### src/rtl/mem_access.sv
`default_nettype none
// ============================================================================
// Module   : mem_access
// Purpose  : Memory-stage access unit placed after the EX/MEM register.
//            Converts MRead/MWrite into a req/ack bus transaction, stalls the
//            front of the pipeline while the access is outstanding, and
//            registers the MEM/WB fields. Misaligned accesses and bus
//            timeouts are flagged, and the instruction retires with its
//            register write cancelled.
// Revision : 1.0  initial release
// ----------------------------------------------------------------------------
// Parameters
//   TIMEOUT      max BUSY cycles without mem_ack before abort (>= 2)
// Ports
//   clock        rising-edge clock
//   rst          synchronous reset, active low
//   MRead/MWrite load / store request (store wins if both set)
//   WB, RegWrite write-back select and register-write enable
//   ALUIn        ALU result / byte address
//   WriteData    store data
//   RegRD        destination register
//   mem_req/mem_we/mem_addr/mem_wdata  registered bus request
//   mem_rdata/mem_ack                  bus response (ack is one cycle)
//   stall        combinational hold for PC/IF/ID/EX/MEM
//   bus_err      one-cycle pulse: access aborted on timeout
//   misalign_err one-cycle pulse: misaligned access rejected
//   WBreg, RegWritereg, ReadDataReg, ALUreg, RegRDreg  MEM/WB fields
// ============================================================================
module mem_access #(
  parameter int TIMEOUT = 16
) (
  input  logic        clock,
  input  logic        rst,
  input  logic        MRead,
  input  logic        MWrite,
  input  logic        WB,
  input  logic        RegWrite,
  input  logic [31:0] ALUIn,
  input  logic [31:0] WriteData,
  input  logic [4:0]  RegRD,
  output logic        mem_req,
  output logic        mem_we,
  output logic [31:0] mem_addr,
  output logic [31:0] mem_wdata,
  input  logic [31:0] mem_rdata,
  input  logic        mem_ack,
  output logic        stall,
  output logic        bus_err,
  output logic        misalign_err,
  output logic        WBreg,
  output logic        RegWritereg,
  output logic [31:0] ReadDataReg,
  output logic [31:0] ALUreg,
  output logic [4:0]  RegRDreg
);

  localparam int            CW       = $clog2(TIMEOUT);
  localparam logic [CW-1:0] CNT_LAST = CW'(TIMEOUT - 1);

  typedef enum logic {
    IDLE = 1'b0,
    BUSY = 1'b1
  } state_t;

  state_t        state;
  logic [CW-1:0] cnt;

  logic access;
  logic aligned;
  logic at_limit;

  assign access   = MRead | MWrite;
  assign aligned  = (ALUIn[1:0] == 2'b00);
  assign at_limit = (cnt == CNT_LAST);

  // Stall drops in the BUSY cycle that completes (ack) or gives up (last
  // count), so EX/MEM advances on the same edge that retires the access.
  always_comb begin
    stall = 1'b0;
    case (state)
      IDLE:    stall = access & aligned;
      BUSY:    stall = ~mem_ack & ~at_limit;
      default: stall = 1'b0;
    endcase
  end

  always_ff @(posedge clock) begin
    if (!rst) begin
      state        <= IDLE;
      cnt          <= '0;
      mem_req      <= 1'b0;
      mem_we       <= 1'b0;
      mem_addr     <= '0;
      mem_wdata    <= '0;
      bus_err      <= 1'b0;
      misalign_err <= 1'b0;
      WBreg        <= 1'b0;
      RegWritereg  <= 1'b0;
      ReadDataReg  <= '0;
      ALUreg       <= '0;
      RegRDreg     <= '0;
    end else begin
      // Error flags are pulses; only the branches below raise them.
      bus_err      <= 1'b0;
      misalign_err <= 1'b0;

      case (state)
        IDLE: begin
          if (access && aligned) begin
            state       <= BUSY;
            cnt         <= '0;
            mem_req     <= 1'b1;
            mem_we      <= MWrite;
            mem_addr    <= ALUIn;
            mem_wdata   <= WriteData;
            WBreg       <= 1'b0;
            RegWritereg <= 1'b0;
          end else if (access) begin
            // Misaligned: retire the instruction with its write cancelled.
            misalign_err <= 1'b1;
            WBreg        <= 1'b0;
            RegWritereg  <= 1'b0;
            ALUreg       <= ALUIn;
            RegRDreg     <= RegRD;
          end else begin
            WBreg       <= WB;
            RegWritereg <= RegWrite;
            ALUreg      <= ALUIn;
            RegRDreg    <= RegRD;
          end
        end

        BUSY: begin
          // EX/MEM is frozen by stall, so its fields still describe the
          // instruction that owns this transaction.
          if (mem_ack) begin
            state       <= IDLE;
            mem_req     <= 1'b0;
            WBreg       <= WB;
            RegWritereg <= RegWrite;
            ALUreg      <= ALUIn;
            RegRDreg    <= RegRD;
            if (!mem_we) begin
              ReadDataReg <= mem_rdata;
            end
          end else if (at_limit) begin
            state       <= IDLE;
            mem_req     <= 1'b0;
            bus_err     <= 1'b1;
            WBreg       <= 1'b0;
            RegWritereg <= 1'b0;
            ALUreg      <= ALUIn;
            RegRDreg    <= RegRD;
          end else begin
            cnt         <= cnt + 1'b1;
            WBreg       <= 1'b0;
            RegWritereg <= 1'b0;
          end
        end

        default: state <= IDLE;
      endcase
    end
  end

endmodule
`default_nettype wire

### config.mk
export PLATFORM = sky130hd
export DESIGN_NAME = mem_access
export DESIGN_NICKNAME = d
export VERILOG_FILES = /design/src/rtl/mem_access.sv
export SDC_FILE = /design/constraint.sdc
export NUM_CORES = 1
export LEC_CHECK = 0
export ABC_AREA = 1
export CAP_MARGIN = 5
export CORE_ASPECT_RATIO = 0.5
export CORE_MARGIN = 5
export CORE_UTILIZATION = 38
export CTS_BUF_LIST = sky130_fd_sc_hd__clkbuf_4 sky130_fd_sc_hd__clkbuf_8
export DETAILED_ROUTE_END_ITERATION = 6
export PLACE_DENSITY = 0.79
export SYNTH_ARGS = -nofsm -noshare
export SYNTH_HDL_FRONTEND = slang
export SYNTH_SLANG_ARGS = --single-unit
### constraint.sdc
create_clock -name clock -period 1.39 [get_ports clock]
set_input_delay 0.278 -clock clock [delete_from_list [all_inputs] [get_ports clock]]
set_output_delay 0.278 -clock clock [all_outputs]
set_load 0.02 [all_outputs]
Yosys cells after proc, flatten, opt, wreduce, memory -nomap -nowiden

Index checks and enable logic that the tools add are counted.

Add/subtract/negate cells: 1
Equal/unequal tests: 6
Mux-type cells: 31
Bitwise gates (word level): 8
Reductions and logical operators: 9

Operator list:

| operator              | count |
|---|---|
| $mux W32              | 3 |
| $pmux W32 S2          | 1 |
| $mux W5               | 3 |
| $mux W1               | 14 |
| $mux W4               | 3 |
| $pmux W1 S2           | 5 |
| $pmux W5 S2           | 1 |
| $ne A2 B2 Y1 const B  | 4 |
| $pmux W4 S2           | 1 |
| $reduce_and A2 Y1     | 3 |
| $reduce_and A3 Y1     | 2 |
| $reduce_or A3 Y1      | 2 |
| $not A1 Y1            | 5 |
| $add A4 B1 Y4 const B | 1 |
| $eq A4 B4 Y1 const B  | 1 |
| $ne A3 B2 Y1 const B  | 1 |
| $and A1 B1 Y1         | 2 |
| $logic_not A2 Y1      | 1 |
| $logic_and A1 B1 Y1   | 1 |
| $or A1 B1 Y1          | 1 |

Bits in registers: 144
Input port bits: 108

Logic depth before layout (Yosys ltp)

Gate-level depths: netlist of the first run.

Word-level depth: 4
Depth in mapped cells: 8

Least setup slack after synthesis of the first run

Ideal clock, no wire load.

Path kind: register -> register
From: register cnt[0]
To: register ALUreg[18]
Arrival: 1299 ps
Data required time: 1320 ps
Setup slack: 20 ps
Cell stages (with the launch flop): 7
Path buffers: 1
Period minus slack after synthesis: 1370 ps
Cells stage by stage: dfxtp_1 ha_1 nand3_1 nand2_2 clkbuf_1 nand3_1 a21oi_1

Word-level cells in the longest chain between the ends: 3

Ends and longest elaborated chain:

| what                               | RTL line | text |
|---|---|---|
| start, declared                    | 66       | `logic [CW-1:0] cnt;` |
| start signal, assigned             | 155      | `cnt <= cnt + 1'b1;` |
| $eq A4 B4 Y1                       | 74       | `assign at_limit = (cnt == CNT_LAST);` |
| $ne A3 B2 Y1 (no source line)      | n/a      |  |
| $reduce_and A2 Y1 (no source line) | n/a      |  |
| end signal, assigned               | 123      | `ALUreg <= ALUIn;` |
| end signal, assigned               | 128      | `ALUreg <= ALUIn;` |
| end signal, assigned               | 141      | `ALUreg <= ALUIn;` |
| end, declared                      | 53       | `output logic [31:0] ALUreg,` |

Every way passes these cells.
A chain may end at the register's enable or synchronous reset.

Final worst setup path of the first run

From: register cnt[1]
To: output stall

Word-level cells in the longest chain between the ends: 4

Ends and longest elaborated chain:

| what          | RTL line | text |
|---|---|---|
| $eq A4 B4 Y1  | 74       |  |
| $not A1 Y1    | 82       | `BUSY: stall = ~mem_ack & ~at_limit;` |
| $and A1 B1 Y1 | 82       |  |
| $pmux W1 S2   | 80       | `case (state)` |
| end, declared | 47       | `output logic stall,` |

Every way passes these cells.

==> metrics, run 1 <==
CTS tree=yes; worst path required time=1.11 ns; Clk pin slew, worst setup/hold paths=0.08 ns; final worst-path cycle share=112.8%; drc violations=0; crit path capture type=output port; DP Worst Slack=-0.6061 ns; vias in the first global route=5154; status=complete, but fails checks; worst hold path class=input pin to flip-flop; total power=9.679 mW; largest family of logic cells by synthesized area=simple AND/OR/NAND/NOR gates; post-layout util=60.55%; DIE HEIGHT=92.48 um; GRT Util Overall=20.67%; failing checks=setup timing; IO Pins=248; Post-DP HPWL=12.23 mm; Min-Delay Endpoint=mem_wdata[22]; Routability Congestion=0.7977; dpl cells=1055; Synth area leaders=dfxtp_1, nand3_1, a21oi_1; first-pass GRT wire length=27.53 mm; Rows=30; H-tree depth=4; cell count after synthesis=654; synthesized area per cell=7.905 um2; XOR/XNOR Fraction of Synth Area=0%; Setup CP Type=flip-flop to output port; max-cap check violation count=0; largest net degree at the start of global routing=61; post-route ant nets=0; Die W=175.0 um; reg-to-reg slack, setup=-0.06 ns; vias per cell=5.014; Slew Limit Headroom=70.50%; worst-skew pair later-pin latency=0.43 ns; Final Hold Fails=0; Layout area overhead=57.38%; initial core utilization=38.47%; core area=0.01344 mm2; clock sinks=144; adder-cell share of the synthesized area=0.2420%; CP Max Fanout=2; Slew @ Worst Pin=0.4425 ns; fin cells=1090; Root Buffer=clkbuf_8; share of layout cells above drive strength 1=23.19%; Finished Cell Area=0.008137 mm2; Setup WS post-layout=-0.1785 ns; register area share after synthesis=55.76%; Setup violations, final=34; fin crit period=1.568 ns; Critical Path AT=1.29 ns; r2r startpoint=cnt[1]; Synthesized Nets=763; 1st-iter DRT viols=407; drt wl/cell=16.35 um; synthesized flop and latch total=144; clock buffer depth=2; post-synthesis compound-gate area fraction=12.97%; CP startpoint kind=flip-flop; max-slew violations=0; area share of and/or/nand/nor cells after synthesis=25.48%; port bufs=247; Leakage=3.407 nW; fill cell instance count of the final layout=1196; RSZ-0062 raised after global routing=true; Cell Area, Synth=0.005170 mm2; global route total overflow=0; r2r endpoint=cnt[0]; # diodes=0; nets@finish=1010; initial antenna violation count=0; Post-synth EDFFs=0; hold wc startpoint=WriteData[22]; via count=5465; post-synth top area share=55.76%; Post-synth top cells=dfxtp_1, nand2_1, nand3_1; synth warn=0; r2r worst-path depth=8; Async SR Flop Fraction=0%; Distinct cells, synth=19; Final Skew=0.01464 ns; cell taking the most area after synthesis=dfxtp_1; area of the die=0.01618 mm2; area post-placement=0.007948 mm2; DR pass1 iterations=5; CTS Buf Count=17; cell area power density=1190 mW/mm2; top-count cell post-synth=dfxtp_1; post-synthesis mux area share=0%; Primary FF master, synth=dfxtp_1; drt total wl=17.82 mm; Max Clock Freq=0.6376 GHz; Cells on Worst Hold Path=3; VDD IR max=0.5115 mV
## power by group
group / total, mW / switching, mW / leakage (nW) / internal [mW]
logic: 1.47 / 0.803 / 2.01 / 0.668
registers: 4.43 / 0.104 / 1.18 / 4.32
clock network: 3.78 / 1.62 / 0.222 / 2.16
total: 9.68 / 2.53 / 3.41 / 7.15
## per-stage QoR
stage	hold slack [ns]	setup TNS, ns
3_5_place_dp	0.4313	-57.09
2_1_floorplan	0.3565	0
6_report	0.4237	-0.7611
3_3_place_gp	0.4324	-51.76
5_1_grt	0.4089	-4.570
4_1_cts	0.3983	-4.172
## state kept, by name (all words and copies together), names as in the netlist
signal,count
mem_we,1
mem_req,1
bus_err,1
RegRDreg,5
cnt,4
WBreg,1
ReadDataReg,32
RegWritereg,1
mem_addr,32
mem_wdata,32
ALUreg,32
state,1
misalign_err,1
## worst max path at each step
| stage | startpoint | end | slack (ns) | cells after the start |
|---|---|---|---|---|
| after detailed placement | ALUIn[0] | stall | -0.61 | 5 |
| after CTS | cnt[0] | stall | -0.24 | 5 |
| after floorplan | cnt[0] | ALUreg[18] | 0.02 | 6 |
| after global placement | ALUIn[0] | stall | -0.58 | 5 |
| after global routing | cnt[1] | stall | -0.24 | 5 |
| final | cnt[1] | stall | -0.18 | 5 |
## kinds of logic after synthesis
| kind of cell | Yosys count |
|---|---|
| fa+ha+maj | 1 |
| flops | 144 |
| simple gates | 307 |
| buf+inv | 68 |
| compound gates | 134 |
## cell type report
type | count | area (um2) | share of cell area [%]
clock buffer | 18 | 241.5 | 2.968
tap | 176 | 220.2 | 2.706
clock inverter | 14 | 214.0 | 2.630
multi-input combinational | 442 | 2057 | 25.28
inverter | 15 | 61.31 | 0.7535
sequential | 144 | 2887 | 35.48
timing repair buffer | 281 | 2456 | 30.19
## layout by cell type (no fill, tap or decap), types with 2 or more instances in the layout
cell type	synthesis	routed
buf_12	0	6
clkinv_4	0	3
dfxtp_1	144	141
buf_6	2	2
nand3_1	109	108
inv_2	2	2
clkbuf_8	0	18
clkdlybuf4s50_1	0	107
clkinv_2	0	3
nand2_1	118	118
nor4_1	2	2
clkdlybuf4s15_1	0	8
nor3_1	2	2
buf_4	0	24
inv_1	13	12
nand3_4	0	2
clkdlybuf4s15_2	0	41
nand2_4	0	2
o21ai_0	32	32
dfxtp_2	0	3
bufinv_16	0	5
buf_2	13	3
nor2_1	71	69
a21oi_1	102	101
clkbuf_2	0	86
clkinvlp_4	0	3
nor2_4	1	2
## critical path, cell delays in order, from the launching register on
cell	delay, ns
dfxtp_2	0.36
ha_4	0.15
nand3_4	0.09
nand2_4	0.10
nand2_4	0.05
buf_6	0.12
## per-layer routing
metal	vias up	GRT usage (%)	routed length [um]
li1	2676	-	-
met1	2564	24.49	7180
met2	197	37.60	9279
met3	28	5.302	1020
met4	0	5.421	336
met5	-	0	0
## repair_timing
item / CTS / global route
gates cloned: 0 / 1
pin swaps: 1 / 3
gates resized for setup: 328 / 112
buffers inserted: 1 / 1
setup endpoints to repair: 192 / 214
hold buffers: 0 / 0
No activity file was read; power rests on OpenSTA's default activity.
==> inputs of run 2 (changes only) <==
- CORE_UTILIZATION: 38 -> 45
- DONT_BUFFER_PORTS: unset -> 1
- PLACE_DENSITY: 0.79 -> unset
==> metrics, run 2 (synthesized netlist as in run 1, its figures left out) <==
status=complete, but fails checks (unchanged); failing checks=setup timing (unchanged); worst-skew pair later-pin latency=0.44 ns (was 0.43 ns); VDD IR max=0.7296 mV (was 0.5115 mV); Setup violations, final=1 (was 34); drc violations=0 (unchanged); initial core utilization=46.52% (was 38.47%); post-layout util=65.20% (was 60.55%); Sw Pwr=2.508 mW (was 2.529 mW); Critical Path Max Stage Delay=0.37 ns (was 0.36 ns); # diodes=0 (unchanged); clock sinks=144 (unchanged); max-slew violations=0 (unchanged); IO Pins=248 (unchanged); Setup WS post-layout=-0.2121 ns (was -0.1785 ns); CTS Buf Count=17 (unchanged); nets@finish=872 (was 1010); Final Skew=0.01325 ns (was 0.01464 ns); post-route ant nets=0 (unchanged); most common cell after layout, fill and taps aside=dfxtp_1 (unchanged); RSZ-0062 raised after global routing=true (unchanged); Setup CP Type=flip-flop to output port (unchanged); Critical Path AT=1.32 ns (was 1.29 ns); cell area power density=1327 mW/mm2 (was 1190 mW/mm2); fill cell instance count of the final layout=906 (was 1196); FF/Latch Area=0.002887 mm2 (unchanged); met2 Use GR=38.75% (was 37.60%); CTS tree=yes (unchanged); CP Max Fanout=2 (unchanged); first-pass GRT wire length=25.17 mm (was 27.53 mm); Rows=27 (was 30); Worst path depth=5 (unchanged); CP startpoint kind=flip-flop (unchanged); fin cells=921 (was 1090); area of the die=0.01386 mm2 (was 0.01618 mm2); gr busiest metal=met2 (unchanged); fin crit period=1.602 ns (was 1.568 ns); DIE HEIGHT=85.79 um (was 92.48 um); dpl cells=777 (was 1055); share of layout cells above drive strength 1=10.95% (was 23.19%); Fin Setup TNS=-0.2121 ns (was -0.7611 ns); crit path capture type=output port (unchanged); met3 usage=7.057% (was 5.302%); Routability Congestion=0.7782 (was 0.7977); vias per cell=5.370 (was 5.014); initial antenna violation count=0 (unchanged); core area=0.01111 mm2 (was 0.01344 mm2); GRT Util Overall=22.67% (was 20.67%); Slew Limit Headroom=76.00% (was 70.50%); Root Buffer=clkbuf_8 (unchanged); CP top delay family=flip-flops (unchanged); Pint=7.109 mW (was 7.150 mW); crit-path cells=ha_4, nand3_4, nand2_4, nand2_4, buf_12 (was ha_4, nand3_4, nand2_4, nand2_4, buf_6); worst hold path class=input pin to flip-flop (unchanged); max-cap check violation count=0 (unchanged); via count=4946 (was 5465); Leakage=2.902 nW (was 3.407 nW); global route total overflow=0 (unchanged); vias in the first global route=4778 (was 5154); area of the multi-input gates=0.002051 mm2 (was 0.002057 mm2); share of power burned in registers=49.0% (was 45.8%); Clk pin slew, worst setup/hold paths=0.08 ns (about the same); highest-delay cell along the critical path=dfxtp_2 (unchanged); Logic pwr share=10.0% (was 15.2%); Final Hold Fails=0 (unchanged); H-tree depth=4 (unchanged); Worst Path Buf+Inv=1 (unchanged); final worst-path cycle share=115.3% (was 112.8%); Post-DP HPWL=9.821 mm (was 12.23 mm); 1st-iter DRT viols=486 (was 407); worst path required time=1.11 ns (about the same); clock power share=41.0% (was 39.1%); largest net degree at the start of global routing=66 (was 61); Slew @ Worst Pin=0.3601 ns (was 0.4425 ns); clock buffer depth=2 (unchanged); met1 usage=27.07% (was 24.49%); port bufs=0 (was 247); drt wl/cell=18.00 um (was 16.35 um); switching share of power=26.08% (was 26.13%); DR pass1 iterations=5 (unchanged); Crit path top cell by count=nand2_4 (unchanged); Max Clock Freq=0.6242 GHz (was 0.6376 GHz); drt total wl=16.58 mm (was 17.82 mm); Die W=161.6 um (was 175.0 um); most frequent cells in the layout=dfxtp_1, nand2_1, nand3_1, dlygate4sd3_1, a21oi_1 (was dfxtp_1, nand2_1, nand3_1, clkdlybuf4s50_1, a21oi_1); r2r worst-path depth=8 (unchanged); Layout area overhead=40.17% (was 57.38%); Cells on Worst Hold Path=2 (was 3)
[run 2: path summary, 6_finish.rpt]
check                               start   endpoint  slack [ns]
worst max register to register     cnt[1]  ALUreg[9]        0.02
worst max-delay path               cnt[1]      stall       -0.21
worst min-delay path               MWrite     mem_we        0.04
worst min register to register  ALUreg[1]  ALUreg[1]        0.56
[run 2: power groups by stage]
stage / sequential [mW] / combinational (mW) / clock [mW]
final: 4.71 / 0.966 / 3.94
after global routing: 4.73 / 1.06 / 4.21
after CTS: 4.71 / 0.906 / 4.01
after detailed placement: 4.81 / 0.625 / 0
after global placement: 4.81 / 0.610 / 0
after floorplan: 4.75 / 0.439 / 0
[run 2: timing repair]
action | in CTS | in global routing
pin swaps | 2 | 3
cloned | 0 | 3
hold buffers | 105 | 0
resized for setup | 7 | 12
endpoints found under the setup margin | 2 | 60
hold endpoints to repair | 139 | 0
setup buffers | 2 | 3
[run 2: cell type report]
| cell class | instances | area share [%] |
|---|---|---|
| multi-input combinational | 442 | 28.30 |
| clock inverter | 12 | 2.797 |
| inverter | 15 | 0.7769 |
| clock buffer | 20 | 3.798 |
| timing repair buffer | 143 | 22.00 |
| sequential | 144 | 39.83 |
| tap | 145 | 2.503 |
[run 2: routing by layer]
metal | routed length (um) | vias to the layer above
met3 | 1366 | 23
met4 | 270 | 0
li1 | - | 2394
met2 | 8226 | 199
met1 | 6713 | 2330
met5 | 0 | -
[run 2: per-stage QoR]
stage / hold slack, ns / power [mW] / cell area (um2) / setup slack (ns)
2_1_floorplan: 0.3565 / 5.193 / 5170 / 0.02047
6_report: 0.04171 / 9.617 / 7247 / -0.2121
3_5_place_dp: 0.3649 / 5.433 / 5524 / 0.02970
5_1_grt: 0.03480 / 10.00 / 7247 / -0.2734
3_3_place_gp: 0.3654 / 5.417 / 5524 / 0.09345
4_1_cts: 0.0007305 / 9.630 / 7107 / -0.2187
==> inputs of run 3 (changes only) <==
- SKIP_LAST_GASP: unset -> 1
==> metrics, run 3 (synthesized netlist as in run 1, its figures left out) <==
status=complete, but fails checks (unchanged); failing checks=setup timing (unchanged); core area=0.01111 mm2 (unchanged); crit-path cells=ha_4, nand3_2, nand2_4, nand2_4, buf_12 (was ha_4, nand3_4, nand2_4, nand2_4, buf_12); via count=4947 (was 4946); Slew Limit Headroom=75.67% (was 76.00%); clock sinks=144 (unchanged); post-route ant nets=0 (unchanged); final worst-path cycle share=116.2% (was 115.3%); Max Clock Freq=0.6192 GHz (was 0.6242 GHz); Routability Congestion=0.7782 (unchanged); Critical Path AT=1.34 ns (was 1.32 ns); worst path required time=1.11 ns (about the same); clock buffer depth=2 (unchanged); 1st-iter DRT viols=517 (was 486); first-pass GRT wire length=25.17 mm (unchanged); Post-DP HPWL=9.821 mm (unchanged); DR pass1 iterations=5 (unchanged); GRT Util Overall=22.67% (unchanged); Rows=27 (unchanged); hold slack=0.04050 ns (was 0.04171 ns); crit path capture type=output port (unchanged); CP Max Fanout=2 (unchanged); most common cell after layout, fill and taps aside=dfxtp_1 (unchanged); H-tree depth=4 (unchanged); worst-skew pair later-pin latency=0.44 ns (about the same); DP Worst Slack=0.02970 ns (unchanged); Clk pin slew, worst setup/hold paths=0.08 ns (about the same); Final Hold Fails=0 (unchanged); Crit path top cell by count=nand2_4 (unchanged); drc violations=0 (unchanged); CP top delay family=flip-flops (unchanged); Setup violations, final=1 (unchanged); IO Pins=248 (unchanged); drt total wl=16.54 mm (was 16.58 mm); Critical Path Max Stage Delay=0.37 ns (about the same); Setup WS post-layout=-0.2250 ns (was -0.2121 ns); max-cap check violation count=0 (unchanged); drt wl/cell=17.95 um (was 18.00 um); # diodes=0 (unchanged); share of layout cells above drive strength 1=10.95% (unchanged); RSZ-0062 raised after global routing=true (unchanged); CTS tree=yes (unchanged); Final Skew=0.01360 ns (was 0.01325 ns); Leakage=2.902 nW (about the same); most frequent cells in the layout=dfxtp_1, nand2_1, nand3_1, dlygate4sd3_1, a21oi_1 (unchanged); vias in the first global route=4778 (unchanged); Layout area overhead=40.03% (was 40.17%); cell area power density=1328 mW/mm2 (was 1327 mW/mm2); Root Buffer=clkbuf_8 (unchanged); nets@finish=872 (unchanged); initial core utilization=46.52% (unchanged); CP startpoint kind=flip-flop (unchanged); DIE HEIGHT=85.79 um (unchanged); global route total overflow=0 (unchanged); Setup CP Type=flip-flop to output port (unchanged); VDD IR max=0.7244 mV (was 0.7296 mV); Die W=161.6 um (unchanged); initial antenna violation count=0 (unchanged); Slew @ Worst Pin=0.3650 ns (was 0.3601 ns); worst hold path class=input pin to flip-flop (unchanged); area of the die=0.01386 mm2 (unchanged); CTS Buf Count=17 (unchanged); vias per cell=5.371 (was 5.370); Worst Path Buf+Inv=1 (unchanged); max-slew violations=0 (unchanged); fin crit period=1.615 ns (was 1.602 ns); largest net degree at the start of global routing=66 (unchanged); port bufs=0 (unchanged); highest-delay cell along the critical path=dfxtp_2 (unchanged)
==> run 3: area by class of cell <==
class,instances,area [um2]
clock inverters,12,202.7
well taps,145,181.4
fillers,907,3875
clock buffers,20,275.3
flip-flops and latches,144,2887
inverters,15,56.30
multi-input cells,442,2043
repair buffers,143,1594
==> run 3: repair_timing <==
action / CTS / global route
hold buffers: 105 / 0
pin swaps: 2 / 3
gates resized for setup: 7 / 11
setup buffers: 2 / 3
hold endpoints to repair: 139 / 0
setup endpoints to repair: 2 / 60
cloned: 0 / 3
==> run 3: final timing paths <==
path         cells after the start  slack [ns]      start         to
max                              5       -0.22     cnt[1]      stall
min                              2        0.04     MWrite     mem_we
max reg2reg                      8        0.02     cnt[1]  ALUreg[9]
min reg2reg                      2        0.56  ALUreg[1]  ALUreg[1]
==> run 3: power breakdown <==
part / switching, mW / internal, mW / leakage, nW
logic: 0.479 / 0.487 / 1.48
clock network: 1.64 / 2.30 / 0.240
registers: 0.386 / 4.33 / 1.18
==> run 3: layer usage <==
| layer | GRT usage (%) | up-vias | routed length (um) |
|---|---|---|---|
| li1 | - | 2391 | - |
| met1 | 27.07 | 2332 | 6657 |
| met2 | 38.75 | 199 | 8204 |
| met3 | 7.057 | 25 | 1382 |
| met4 | 8.746 | 0 | 292 |
| met5 | 0 | - | 0 |
==> run 3: through the flow <==
step | cells | util [%] | cell area, um2 | TNS, ns | power (mW)
finish | 921 | 65.14 | 7239 | -0.2250 | 9.613
global route | 921 | 65.14 | 7239 | -0.9991 | 10.00
CTS | 916 | 63.94 | 7107 | -0.2187 | 9.630
detailed placement | 777 | 49.70 | 5524 | 0 | 5.433
global placement | 777 | 49.70 | 5524 | 0 | 5.417
floorplan | 654 | - | 5170 | 0 | 5.193
==> patch 1 (config.mk and constraints of run 2) <==
`TIMEOUT`: 16 -> 8.
--- a/src/rtl/mem_access.sv
+++ b/src/rtl/mem_access.sv
@@ -27,7 +27,7 @@
 //   WBreg, RegWritereg, ReadDataReg, ALUreg, RegRDreg  MEM/WB fields
 // ============================================================================
 module mem_access #(
-  parameter int TIMEOUT = 16
+  parameter int TIMEOUT = 8
 ) (
   input  logic        clock,
   input  logic        rst,
Behaviour: no difference found for any inputs over 4 cycles, from zero or initial values and one cycle with rst low; that may be too few to reach the edited logic, so the function may still have changed.
==> patch 1 against run 2 <==
The flow finishes with violations (negative hold slack, negative setup slack). Setup slack improved by 30 ps. Cell area fell by 3.7%. Maximum frequency increased by 1.9%. Sequential cell count shrank 1. Wire length fell by 6.7%. Synthesized area grew 12%. Global-route usage decreased by 4.2 points. Clock power fell by 15%. Total power shrank 5.4%. Via count shrank 0.10%. Critical path type unchanged. Largest power group unchanged.
==> patch 1: results (changes against run 2) <==
Worst Setup Slack, final=-183 ps (was -212 ps); placed insts=970 (was 777); Area contributors post-synth=dfxtp_1 49%, nor2_1 15%, nand2_1 11% (was dfxtp_1 56%, nand3_1 11%, a21oi_1 9.9%); failing checks=negative hold slack, negative setup slack (was negative setup slack); final hold vios=21 (was 0); Clock Skews=18.3 ps (was 13.3 ps); sequential share of the synthesized area=49.3% (was 55.8%); outcome=finished, violations left (unchanged); arrival time at the worst endpoint=1290 ps (was 1320 ps); first-pass GRT wire length=23.2 mm (was 25.2 mm); gpl congestion=0.778 (about the same); largest net degree at the start of global routing=144 (was 66); highest ir drop seen on vdd=527 uV (was 730 uV); final setup vio count=32 (was 1); Synth Instances=838 (was 654); vias in the first global route=4341 (was 4778); Slew HR=75.7% (was 76.0%); drt wl/cell=14.7 um (was 18.0 um); critical-path maximum fanout=4 (was 2); pre-CTS WS=-27.7 ps (was 29.7 ps); WHS=-31.2 ps (was 41.7 ps); Nets=979 (was 872); crit-path max cell delay=340 ps (was 370 ps); initial drt markers=231 (was 486); Leak=3.51 nW (was 2.90 nW); Synthesized Nets=948 (was 763); Synth top cells by count=228 x nor2_1, 172 x nand2_1, 143 x dfxtp_1 (was 144 x dfxtp_1, 118 x nand2_1, 109 x nand3_1)
[patch 1: cell types whose count changed after synthesis, moves of 2 or more]
cell / before / now
a21oi_1: 102 / 41
buf_1: 5 / 0
buf_2: 13 / 24
buf_4: 0 / 8
buf_6: 2 / 10
clkbuf_1: 33 / 10
inv_1: 13 / 113
nand2_1: 118 / 172
nand2_2: 2 / 0
nand2_4: 0 / 2
nand3_1: 109 / 47
nor2_1: 71 / 228
nor4_1: 2 / 0
[patch 1: cell families (layout without fill, tap and decap cells)]
logic type,count (synthesis),count (layout),share of synthesized area (%)
buffers and inverters,166,210,13.0
adders and majority gates,2,2,0.431
DFF,143,143,49.3
and+or+nand+nor,454,454,31.0
AOI/OAI and AO/OA,73,73,6.29
[patch 1: per-stage QoR]
stage	hold slack, ps	area (um2)	TNS [ps]
2_1_floorplan	413	5810	0
3_3_place_gp	408	5880	0
3_5_place_dp	415	5880	-381
4_1_cts	-58.8	6570	-5390
5_1_grt	-72.6	6980	-3660
6_report	-31.2	6980	-729
[patch 1: repair_timing]
| action | in CTS | in global routing |
|---|---|---|
| hold buffers | 11 | 31 |
| pin swaps | 3 | 0 |
| endpoints found under the setup margin | 33 | 75 |
| hold endpoints to repair | 140 | 95 |
| gates resized for setup | 10 | 18 |
| setup buffers | 2 | 0 |
| cloned | 4 | 2 |
[patch 1: path summary, 6_finish.rpt]
path,to,from,slack (ps),depth (start not counted)
worst max-delay path,stall,cnt[0],-180,5
worst min register to register,cnt[0],cnt[0],540,2
worst min-delay path,mem_wdata[8],rst,-30,2
worst max register to register,RegRDreg[2],cnt[0],-50,8
[patch 1: per-layer routing]
| metal | GRT usage [%] | wire length (um) |
|---|---|---|
| met1 | 21.1 | 6160 |
| met2 | 30.2 | 7380 |
| met3 | 10.0 | 1690 |
| met4 | 4.98 | 238 |
| met5 | 0 | 0 |
[patch 1: cell type report]
class	instances	area [um2]	share of cell area [%]
clock buffers	18	241	3.46
clock inverters	14	155	2.22
inverters	114	430	6.17
multi-input cells	529	2280	32.6
flip-flops and latches	143	2870	41.1
well taps	170	213	3.05
repair buffers	64	796	11.4
[patch 1: worst reg2reg max path, delay by kind of cell, from the launching register on]
kind | cells | cell delay [ps]
buffers and inverters | 3 | 390
DFF | 1 | 340
adders and majority gates | 2 | 320
AOI/OAI and AO/OA | 1 | 170
and+or+nand+nor | 2 | 140
[patch 1: power by group]
part | switching (mW) | leakage [nW] | internal, mW
registers | 0.512 | 1.18 | 4.36
clock network | 1.68 | 0.204 | 1.65
logic | 0.472 | 2.13 | 0.423
==> patch 2 (settings of run 2) <==
Without the edit above. Make the reset (`rst`) asynchronous in one clocked block. Comments in the files are not updated.
--- a/src/rtl/mem_access.sv
+++ b/src/rtl/mem_access.sv
@@ -84,7 +84,7 @@
     endcase
   end
 
-  always_ff @(posedge clock) begin
+  always_ff @(posedge clock or negedge rst) begin
     if (!rst) begin
       state        <= IDLE;
       cnt          <= '0;
Function: differs if rst is asserted again (counterexample within 4 cycles, from zero or initial values and one cycle with rst low); with rst held inactive, the same outputs for 4 cycles.
==> patch 2 against run 2 <==
The flow finishes with violations (negative hold slack, negative setup slack). Sequential cell count unchanged. Setup slack improved by 5.7 ps. Synthesized area increased by 10%. Cell area increased by 5.8%. First-iteration DRC count shrank 38%. Hold slack got worse by 500 ps. Total power is 22% higher. Wire length decreased by 2.3%. Largest cell class unchanged.
==> patch 2: results (changes against run 2) <==
outcome=finished, violations left (unchanged); failing checks=negative hold slack, negative setup slack (was negative setup slack); sequential share of the synthesized area=63.3% (was 55.8%); Synth top cells by count=342 x nand2_1, 144 x dfrtp_1, 73 x nand3_1 (was 144 x dfxtp_1, 118 x nand2_1, 109 x nand3_1); setup_tns=-1870 ps (was -212 ps); critical-path maximum fanout=6 (was 2); Post-CTS Hold Buffers=107 (was 105); Leak=3.97 nW (was 2.90 nW); final setup vio count=41 (was 1); post-CTS setup buffers=1 (was 2); WHS=-459 ps (was 41.7 ps); Worst Setup Slack, final=-206 ps (was -212 ps); largest net degree at the start of global routing=145 (was 66); final hold vios=144 (was 0); drt wl/cell=17.4 um (was 18.0 um); vias per cell=4.99 (was 5.37); Synth Instances=625 (was 654); first-pass GRT wire length=23.8 mm (was 25.2 mm); via count=4639 (was 4946); Slew HR=24.6% (was 76.0%); Adder-Cell Fraction of Synth Area=0.220% (was 0.242%); highest ir drop seen on vdd=674 uV (was 730 uV); DP Wirelength=9.54 mm (was 9.82 mm); Sw Pwr=4.27 mW (was 2.51 mW); Worst-Skew Late Latency=420 ps (was 440 ps); filler cell count=1013 (was 906); fraction of final layout cells with drive strength greater than 1=11.7% (was 11.0%); Synthesized Nets=734 (was 763); fraction of registers with async set/reset=100% (was 0%); Worst Hold Class=input pin to async pin (was input pin to flip-flop); gpl congestion=0.779 (was 0.778); Tot GR Track Use=19.8% (was 22.7%); xor/xnor share of the synthesized area=0.154% (was 0%); post-CTS sizing=6 (was 7); complex-gate fraction of the synthesized area=0.330% (was 13.0%); initial drt markers=299 (was 486); Main synth FF type=dfrtp_1 (was dfxtp_1)
## patch 2: changes by cell type after synthesis, sizes merged, moves of 30 or more
cell,delta
clkbuf,-30
a21oi,-101
dfrtp,+144
dfxtp,-144
nor2,-58
nand2,+225
nand3,-37
o21ai,-30
## patch 2: logic make-up after synthesis
| kind of cell | Yosys count |
|---|---|
| compound gates | 3 |
| xor+xnor | 1 |
| flops | 144 |
| simple gates | 433 |
| fa+ha+maj | 1 |
| buf+inv | 43 |
## patch 2: layout make-up
type,instances,area [um2],area share (%)
clock buffers,18,248,3.23
well taps,170,213,2.78
repair buffers,138,1520,19.8
flip-flops and latches,144,3600,47.0
inverters,8,32.5,0.424
clock inverters,14,155,2.02
multi-input cells,438,1890,24.7
## patch 2: path summary, 6_finish.rpt
kind | from | to | slack [ps] | cells after the start
min reg2reg | ALUreg[4] | ALUreg[4] | 620 | 2
max reg2reg | cnt[1] | RegRDreg[4] | -100 | 8
max | cnt[1] | stall | -210 | 4
min in group clock | MRead | misalign_err | 40 | 2
max in group asynchronous | rst | ReadDataReg[20] | 1590 | 0
min | rst | mem_wdata[19] | -460 | 0
## patch 2: per-layer routing
metal	up-vias	track usage (%)	wire length, um
li1	2184	-	-
met1	2250	24.8	6760
met4	0	6.21	195
met3	16	7.38	1350
met5	-	0	0
met2	189	32.9	7890
## patch 2: power by group through the flow
stage / logic (mW) / clock network (mW) / registers, mW
finish: 1.65 / 3.33 / 6.79
global route: 1.86 / 3.62 / 6.89
CTS: 1.50 / 3.44 / 6.80
detailed placement: 1.22 / 0 / 6.86
global placement: 1.16 / 0 / 6.86
floorplan: 0.976 / 0 / 6.62
## patch 2: critical path, cell delays in order (launching register included)
cell     delay, ps
dfrtp_1        400
ha_2           210
nand3_4         70
nand2_4         70
nand2_8        130
